==> src/rtl/matrix_pkg.sv <==
// Shared widths, select codes and FSM encoding for the 3x3 matrix memory bank.
package matrix_pkg;

  localparam int unsigned DATA_W   = 8;
  localparam int unsigned DIM      = 3;
  localparam int unsigned IDX_W    = 2;
  localparam int unsigned NUM_MATS = 3;

  localparam int unsigned NUM_OPERANDS = 2 * DIM * DIM;
  localparam int unsigned NUM_RESULTS  = DIM * DIM;

  localparam logic [1:0] SEL_A    = 2'd0;
  localparam logic [1:0] SEL_B    = 2'd1;
  localparam logic [1:0] SEL_C    = 2'd2;
  localparam logic [1:0] SEL_NONE = 2'd3;

  localparam logic [IDX_W-1:0] DIM_IDX = IDX_W'(DIM);
  localparam logic [IDX_W-1:0] IDX_MAX = IDX_W'(DIM - 1);

  typedef enum logic [1:0] {
    StLoad,
    StReady,
    StDump
  } state_e;

endpackage

==> src/rtl/matrix_store.sv <==
// 3xDIMxDIM element array: registered controller read, combinational dump read of C,
// load write into A/B and controller write into C.
module matrix_store
  import matrix_pkg::*;
(
  input  logic              clk_i,
  input  logic              rst_i,
  input  logic [1:0]        rd_sel_i,
  input  logic [IDX_W-1:0]  rd_row_i,
  input  logic [IDX_W-1:0]  rd_col_i,
  output logic [DATA_W-1:0] rd_data_o,
  input  logic [IDX_W-1:0]  dmp_row_i,
  input  logic [IDX_W-1:0]  dmp_col_i,
  output logic [DATA_W-1:0] dmp_data_o,
  input  logic              ld_we_i,
  input  logic              ld_sel_i,
  input  logic [IDX_W-1:0]  ld_row_i,
  input  logic [IDX_W-1:0]  ld_col_i,
  input  logic [DATA_W-1:0] ld_data_i,
  input  logic              c_we_i,
  input  logic [IDX_W-1:0]  c_row_i,
  input  logic [IDX_W-1:0]  c_col_i,
  input  logic [DATA_W-1:0] c_data_i
);

  logic [DATA_W-1:0] mem_q [NUM_MATS][DIM][DIM];
  logic [DATA_W-1:0] rd_data_q;
  logic              rd_ok;

  assign rd_ok      = (rd_sel_i != SEL_NONE) && (rd_row_i < DIM_IDX) && (rd_col_i < DIM_IDX);
  assign rd_data_o  = rd_data_q;
  assign dmp_data_o = mem_q[SEL_C][dmp_row_i][dmp_col_i];

  // Read samples the array before this edge's writes land: read-before-write.
  always_ff @(posedge clk_i) begin
    if (rst_i) begin
      rd_data_q <= '0;
      for (int m = 0; m < NUM_MATS; m++) begin
        for (int r = 0; r < DIM; r++) begin
          for (int c = 0; c < DIM; c++) begin
            mem_q[m][r][c] <= '0;
          end
        end
      end
    end else begin
      rd_data_q <= rd_ok ? mem_q[rd_sel_i][rd_row_i][rd_col_i] : '0;
      if (ld_we_i) begin
        mem_q[{1'b0, ld_sel_i}][ld_row_i][ld_col_i] <= ld_data_i;
      end
      if (c_we_i) begin
        mem_q[SEL_C][c_row_i][c_col_i] <= c_data_i;
      end
    end
  end

endmodule

==> src/rtl/matrix_memory_bank.sv <==
// Operand/result storage for the 3x3 matrix-multiply controller with host load
// (A then B) and dump (C) streams.
module matrix_memory_bank
  import matrix_pkg::*;
(
  input  logic              clk_i,
  input  logic              rst_i,
  input  logic [1:0]        matrix_select_i,
  input  logic [IDX_W-1:0]  row_i,
  input  logic [IDX_W-1:0]  col_i,
  input  logic              write_enable_i,
  input  logic [DATA_W-1:0] write_data_i,
  output logic [DATA_W-1:0] read_data_o,
  input  logic              load_valid_i,
  input  logic [DATA_W-1:0] load_data_i,
  output logic              load_ready_o,
  output logic              loaded_o,
  input  logic              dump_req_i,
  output logic              dump_valid_o,
  output logic [DATA_W-1:0] dump_data_o,
  output logic              dump_last_o,
  input  logic              dump_ready_i,
  output logic              err_o
);

  state_e            state_q, state_d;
  logic              ld_mat_q, ld_mat_d;
  logic [IDX_W-1:0]  ld_row_q, ld_row_d;
  logic [IDX_W-1:0]  ld_col_q, ld_col_d;
  logic [IDX_W-1:0]  dp_row_q, dp_row_d;
  logic [IDX_W-1:0]  dp_col_q, dp_col_d;
  logic              dump_valid_q, dump_valid_d;
  logic [DATA_W-1:0] dump_data_q, dump_data_d;
  logic              dump_last_q, dump_last_d;
  logic              err_q, err_d;

  logic              idx_ok;
  logic              c_we;
  logic              ld_we;
  logic              dp_is_last;
  logic [DATA_W-1:0] dmp_data;

  assign idx_ok     = (row_i < DIM_IDX) && (col_i < DIM_IDX);
  assign c_we       = write_enable_i && (matrix_select_i == SEL_C) && idx_ok;
  assign ld_we      = load_valid_i && (state_q == StLoad);
  assign dp_is_last = (dp_row_q == IDX_MAX) && (dp_col_q == IDX_MAX);

  matrix_store u_store (
    .clk_i      (clk_i),
    .rst_i      (rst_i),
    .rd_sel_i   (matrix_select_i),
    .rd_row_i   (row_i),
    .rd_col_i   (col_i),
    .rd_data_o  (read_data_o),
    .dmp_row_i  (dp_row_q),
    .dmp_col_i  (dp_col_q),
    .dmp_data_o (dmp_data),
    .ld_we_i    (ld_we),
    .ld_sel_i   (ld_mat_q),
    .ld_row_i   (ld_row_q),
    .ld_col_i   (ld_col_q),
    .ld_data_i  (load_data_i),
    .c_we_i     (c_we),
    .c_row_i    (row_i),
    .c_col_i    (col_i),
    .c_data_i   (write_data_i)
  );

  always_ff @(posedge clk_i) begin
    if (rst_i) begin
      state_q      <= StLoad;
      ld_mat_q     <= 1'b0;
      ld_row_q     <= '0;
      ld_col_q     <= '0;
      dp_row_q     <= '0;
      dp_col_q     <= '0;
      dump_valid_q <= 1'b0;
      dump_data_q  <= '0;
      dump_last_q  <= 1'b0;
      err_q        <= 1'b0;
    end else begin
      state_q      <= state_d;
      ld_mat_q     <= ld_mat_d;
      ld_row_q     <= ld_row_d;
      ld_col_q     <= ld_col_d;
      dp_row_q     <= dp_row_d;
      dp_col_q     <= dp_col_d;
      dump_valid_q <= dump_valid_d;
      dump_data_q  <= dump_data_d;
      dump_last_q  <= dump_last_d;
      err_q        <= err_d;
    end
  end

  always_comb begin
    state_d      = state_q;
    ld_mat_d     = ld_mat_q;
    ld_row_d     = ld_row_q;
    ld_col_d     = ld_col_q;
    dp_row_d     = dp_row_q;
    dp_col_d     = dp_col_q;
    dump_valid_d = dump_valid_q;
    dump_data_d  = dump_data_q;
    dump_last_d  = dump_last_q;
    err_d        = err_q
                 | (matrix_select_i == SEL_NONE) | !idx_ok
                 | (write_enable_i && !c_we);

    unique case (state_q)
      StLoad: begin
        if (load_valid_i) begin
          if (ld_col_q == IDX_MAX) begin
            ld_col_d = '0;
            if (ld_row_q == IDX_MAX) begin
              ld_row_d = '0;
              ld_mat_d = ~ld_mat_q;
              if (ld_mat_q) begin
                state_d = StReady;
              end
            end else begin
              ld_row_d = ld_row_q + 1'b1;
            end
          end else begin
            ld_col_d = ld_col_q + 1'b1;
          end
        end
      end
      StReady, StDump: begin
        // dp points at the next C element to register; READY launches beat 0.
        if ((state_q == StReady && dump_req_i) || (state_q == StDump && dump_ready_i)) begin
          if (state_q == StDump && dump_last_q) begin
            state_d      = StLoad;
            dump_valid_d = 1'b0;
            dump_last_d  = 1'b0;
            dp_row_d     = '0;
            dp_col_d     = '0;
          end else begin
            state_d      = StDump;
            dump_valid_d = 1'b1;
            dump_data_d  = dmp_data;
            dump_last_d  = dp_is_last;
            if (dp_col_q == IDX_MAX) begin
              dp_col_d = '0;
              dp_row_d = (dp_row_q == IDX_MAX) ? '0 : dp_row_q + 1'b1;
            end else begin
              dp_col_d = dp_col_q + 1'b1;
            end
          end
        end
      end
      default: state_d = StLoad;
    endcase
  end

  assign load_ready_o = (state_q == StLoad);
  assign loaded_o     = (state_q != StLoad);
  assign dump_valid_o = dump_valid_q;
  assign dump_data_o  = dump_data_q;
  assign dump_last_o  = dump_last_q;
  assign err_o        = err_q;

endmodule

==> config.mk <==
export PLATFORM = sky130hd
export DESIGN_NAME = matrix_memory_bank
export DESIGN_NICKNAME = d
export VERILOG_FILES = /design/src/rtl/matrix_pkg.sv /design/src/rtl/matrix_store.sv /design/src/rtl/matrix_memory_bank.sv
export SDC_FILE = /design/constraint.sdc
export NUM_CORES = 1
export LEC_CHECK = 0
export CAP_MARGIN = 30
export CORE_MARGIN = 3
export CORE_UTILIZATION = 45
export CTS_CLUSTER_DIAMETER = 150
export DETAILED_ROUTE_END_ITERATION = 8
export GPL_TIMING_DRIVEN = 0
export SYNTH_ARGS = -nofsm -noshare
export SYNTH_HDL_FRONTEND = slang
export SYNTH_HIERARCHICAL = 1
export SYNTH_SLANG_ARGS = --single-unit
export TNS_END_PERCENT = 1
==> constraint.sdc <==
create_clock -name clk_i -period 3.6 [get_ports clk_i]
set_input_delay 0.72 -clock clk_i [delete_from_list [all_inputs] [get_ports clk_i]]
set_output_delay 0.72 -clock clk_i [all_outputs]
set_load 0.05 [all_outputs]
==> impl_metrics.py <==
metrics = {
    "clocking": {
        "cts.clk_slew.worst_paths_ns": 0.06,
        "post_cts_resized": 0,
        "cts_tree": "done",
        "cts.sinks": 246,
        "numCtsBuffers": 28,
        "postCtsHoldBufs": 0,
        "post_cts_buffers": 0,
        "clkLatencyLatePin_ns": 0.54,
        "clockRootBuffer": "clkbuf_16",
        "cts.path.max_buffers": 3,
        "htree_levels": 1,
    },
    "flow_run": {
        "maxCapViolations": 0,
    },
    "min_path": {
        "worstHoldPathCells": 2,
        "hp-class": "reg -> reg",
    },
    "global_route": {
        "grt_pass1_wl_mm": 51.2,
        "grt_max_degree": 14,
        "grtUsageTotal_pct": 24.2,
        "overflow": 0,
        "grt_pass1_vias": 7742,
        "antenna_found_initial": 0,
    },
    "setup_path": {
        "worstPathMaxFanout": 9,
        "start_kind": "input port",
        "reg2reg_from": "state_q[0]$_SDFFE_PP0P_",
        "crit_type": "in -> reg",
        "reg2reg_slack_ns": 0.79,
        "worstSetupStartpoint": "row_i[0]",
        "worstRegToRegCells": 7,
        "crit_required_ns": 3.83,
        "endpoint": "u_store/mem_q[2][7]$_DFFE_PP_",
        "critPathArrivalTime_ns": 3.45,
        "endpoint_kind": "flop",
        "r2r-end": "u_store/mem_q[1][41]$_SDFFCE_PN0P_",
    },
    "yosys": {
        "synth-edff-count": 216,
        "netlist_instances": 951,
        "synth_cell_types": 64,
        "synthesis.area_um2": 12300,
        "synth-seq-area-share_pct": 57.8,
        "ys_ff_latch": 246,
        "syn_area_per_cell_um2": 12.9,
        "synthesis.nets": 983,
        "ys.flop_type": "edfxtp_1",
        "async_flop_share_pct": 0,
        "yosys_warnings": 6,
    },
    "placed_design": {
        "portBuffers": 48,
        "place_congestion": 0.916,
        "hpwl_mm": 25.0,
        "placed_cell_area_um2": 13200,
        "pre_cts_ws_ns": -0.202,
    },
    "power": {
        "peakVddDrop_uv": 389,
        "p_leak_uw": 0.00519,
        "total_power_uw": 6580,
        "p_per_area_nw_per_um2": 468,
    },
    "floorplanning": {
        "core.rowCount": 59,
        "num_io_pins": 49,
        "core_um2": 26400,
        "die_x_um": 171,
        "die_h_um": 171,
        "start_util_pct": 46.4,
        "dieArea_um2": 29200,
    },
    "sta": {
        "tightest_slew_ns": 0.948,
        "setup_viol": 0,
        "fin_skew_ns": 0.00752,
        "fin_crit_ns": 3.23,
        "drv_slew": 0,
        "period_share_pct": 89.6,
        "finalHoldViolCount": 0,
        "slew_headroom_pct": 36.6,
        "rsz0062_at_grt": "false",
        "final.setup.tns_ns": 0,
        "max_freq_mhz": 310,
        "setup_slack_ns": 0.375,
    },
    "cells_and_area": {
        "fin_area_um2": 14100,
        "fillers": 2271,
        "drive_above_1_share_pct": 17.2,
        "layout_common_cells": "216 x and2_1, 216 x edfxtp_1, 58 x mux2i_1",
        "syn_to_final_growth_pct": 14.8,
        "finalNetCount": 1063,
    },
    "detailed_routing": {
        "via_count": 7940,
        "ant_nets": 0,
        "drc": 0,
        "drtIter0Drc": 869,
        "avgViaCountPerCell": 5.72,
        "drt_pass1_iterations": 5,
        "wl_mm": 35.4,
        "wire_per_inst_um": 25.5,
    },
    "status": {
        "status": "finished clean",
    },
}
[synth_stat cells, drive strengths merged, types with 3 or more instances]
master	n	share of area, %
o21ai	7	0.29
nor2b	18	0.92
a2bb2oi	8	0.57
a21oi	38	1.6
o32ai	8	0.88
or3b	4	0.29
nor3b	3	0.18
nor2	48	1.5
inv	8	0.25
nand3	4	0.16
mux4	24	4.5
or3	3	0.15
nor3	5	0.25
nand2b	14	0.78
dfxtp	30	4.9
nand2	34	1.0
edfxtp	216	53
a22oi	17	1.1
ha	4	0.41
and2	216	11
clkbuf	21	0.64
nand3b	4	0.25
o211ai	16	0.98
a21o	9	0.62
buf	26	1.7
mux2	34	3.1
mux2i	58	4.7
o22ai	8	0.41
or2	42	2.1
[sequential cells by signal (all words and copies together) (netlist names), 2 cells and up]
signal	count
u_store/mem_q	216
dump_data_o	8
u_store/rd_data_o	8
dp_col_q	2
dp_row_q	2
ld_col_q	2
ld_row_q	2
state_q	2
[layer usage]
metal,routed length [um],global-route usage (%)
met3,2510,4.64
met5,0,0
met1,15700,35.0
met4,858,5.49
met2,16400,38.3
[critical path, stage by stage]
cell,delay [ns]
clkdlybuf4s50_1,0.65
a22oi_1,0.37
and4b_1,0.36
nand4bb_1,0.16
nor3b_1,0.81
or2_2,0.37
[how the worst min path moves through the flow]
stage,from,end,slack [ns]
floorplan,dp_col_q[1]$_SDFFE_PP0P_,dp_col_q[1]$_SDFFE_PP0P_,0.47
global placement,dump_valid_o$_SDFFE_PP0P_,dump_valid_o$_SDFFE_PP0P_,0.45
detailed placement,dump_valid_o$_SDFFE_PP0P_,dump_valid_o$_SDFFE_PP0P_,0.46
CTS,dump_valid_o$_SDFFE_PP0P_,dump_valid_o$_SDFFE_PP0P_,0.47
global route,dump_valid_o$_SDFFE_PP0P_,dump_valid_o$_SDFFE_PP0P_,0.49
finish,dump_valid_o$_SDFFE_PP0P_,dump_valid_o$_SDFFE_PP0P_,0.46
[metrics by stage]
step | std cells | util (%) | hold slack [ns]
after global placement | 1334 | 49.8 | 0.454
after CTS | 1387 | 53.2 | 0.472
after global routing | 1388 | 53.2 | 0.491
final | 1389 | 53.2 | 0.463
after floorplan | 951 | - | 0.466
after detailed placement | 1335 | 49.8 | 0.464
[where the power goes]
group | switching, uW | total (uW) | internal (uW) | leakage (uW)
clock network | 1110 | 2750 | 1630 | 0.000449
registers | 55.4 | 3270 | 3210 | 0.00242
logic | 353 | 563 | 210 | 0.00233
[cell type report]
| class | count | area (um2) | area share, % |
|---|---|---|---|
| flip-flops and latches | 246 | 7090 | 50.4 |
| multi-input cells | 647 | 4830 | 34.3 |
| clock buffers | 46 | 870 | 6.18 |
| repair buffers | 50 | 490 | 3.49 |
| well taps | 335 | 419 | 2.98 |
| plain buffers | 48 | 300 | 2.13 |
| inverters | 10 | 37.5 | 0.267 |
| clock inverters | 6 | 30.0 | 0.213 |
| diodes | 1 | 2.50 | 0.0178 |
[kinds of logic after synthesis]
| kind of cell | count (synthesis) | synth area share (%) |
|---|---|---|
| flops | 246 | 57.8 |
| buf+inv | 58 | 2.76 |
| fa+ha+maj | 4 | 0.408 |
| simple gates | 407 | 19.6 |
| mux | 116 | 12.4 |
| compound gates | 119 | 7.00 |
| xor+xnor | 1 | 0.0715 |
No activity file was read; power rests on OpenSTA's default activity.
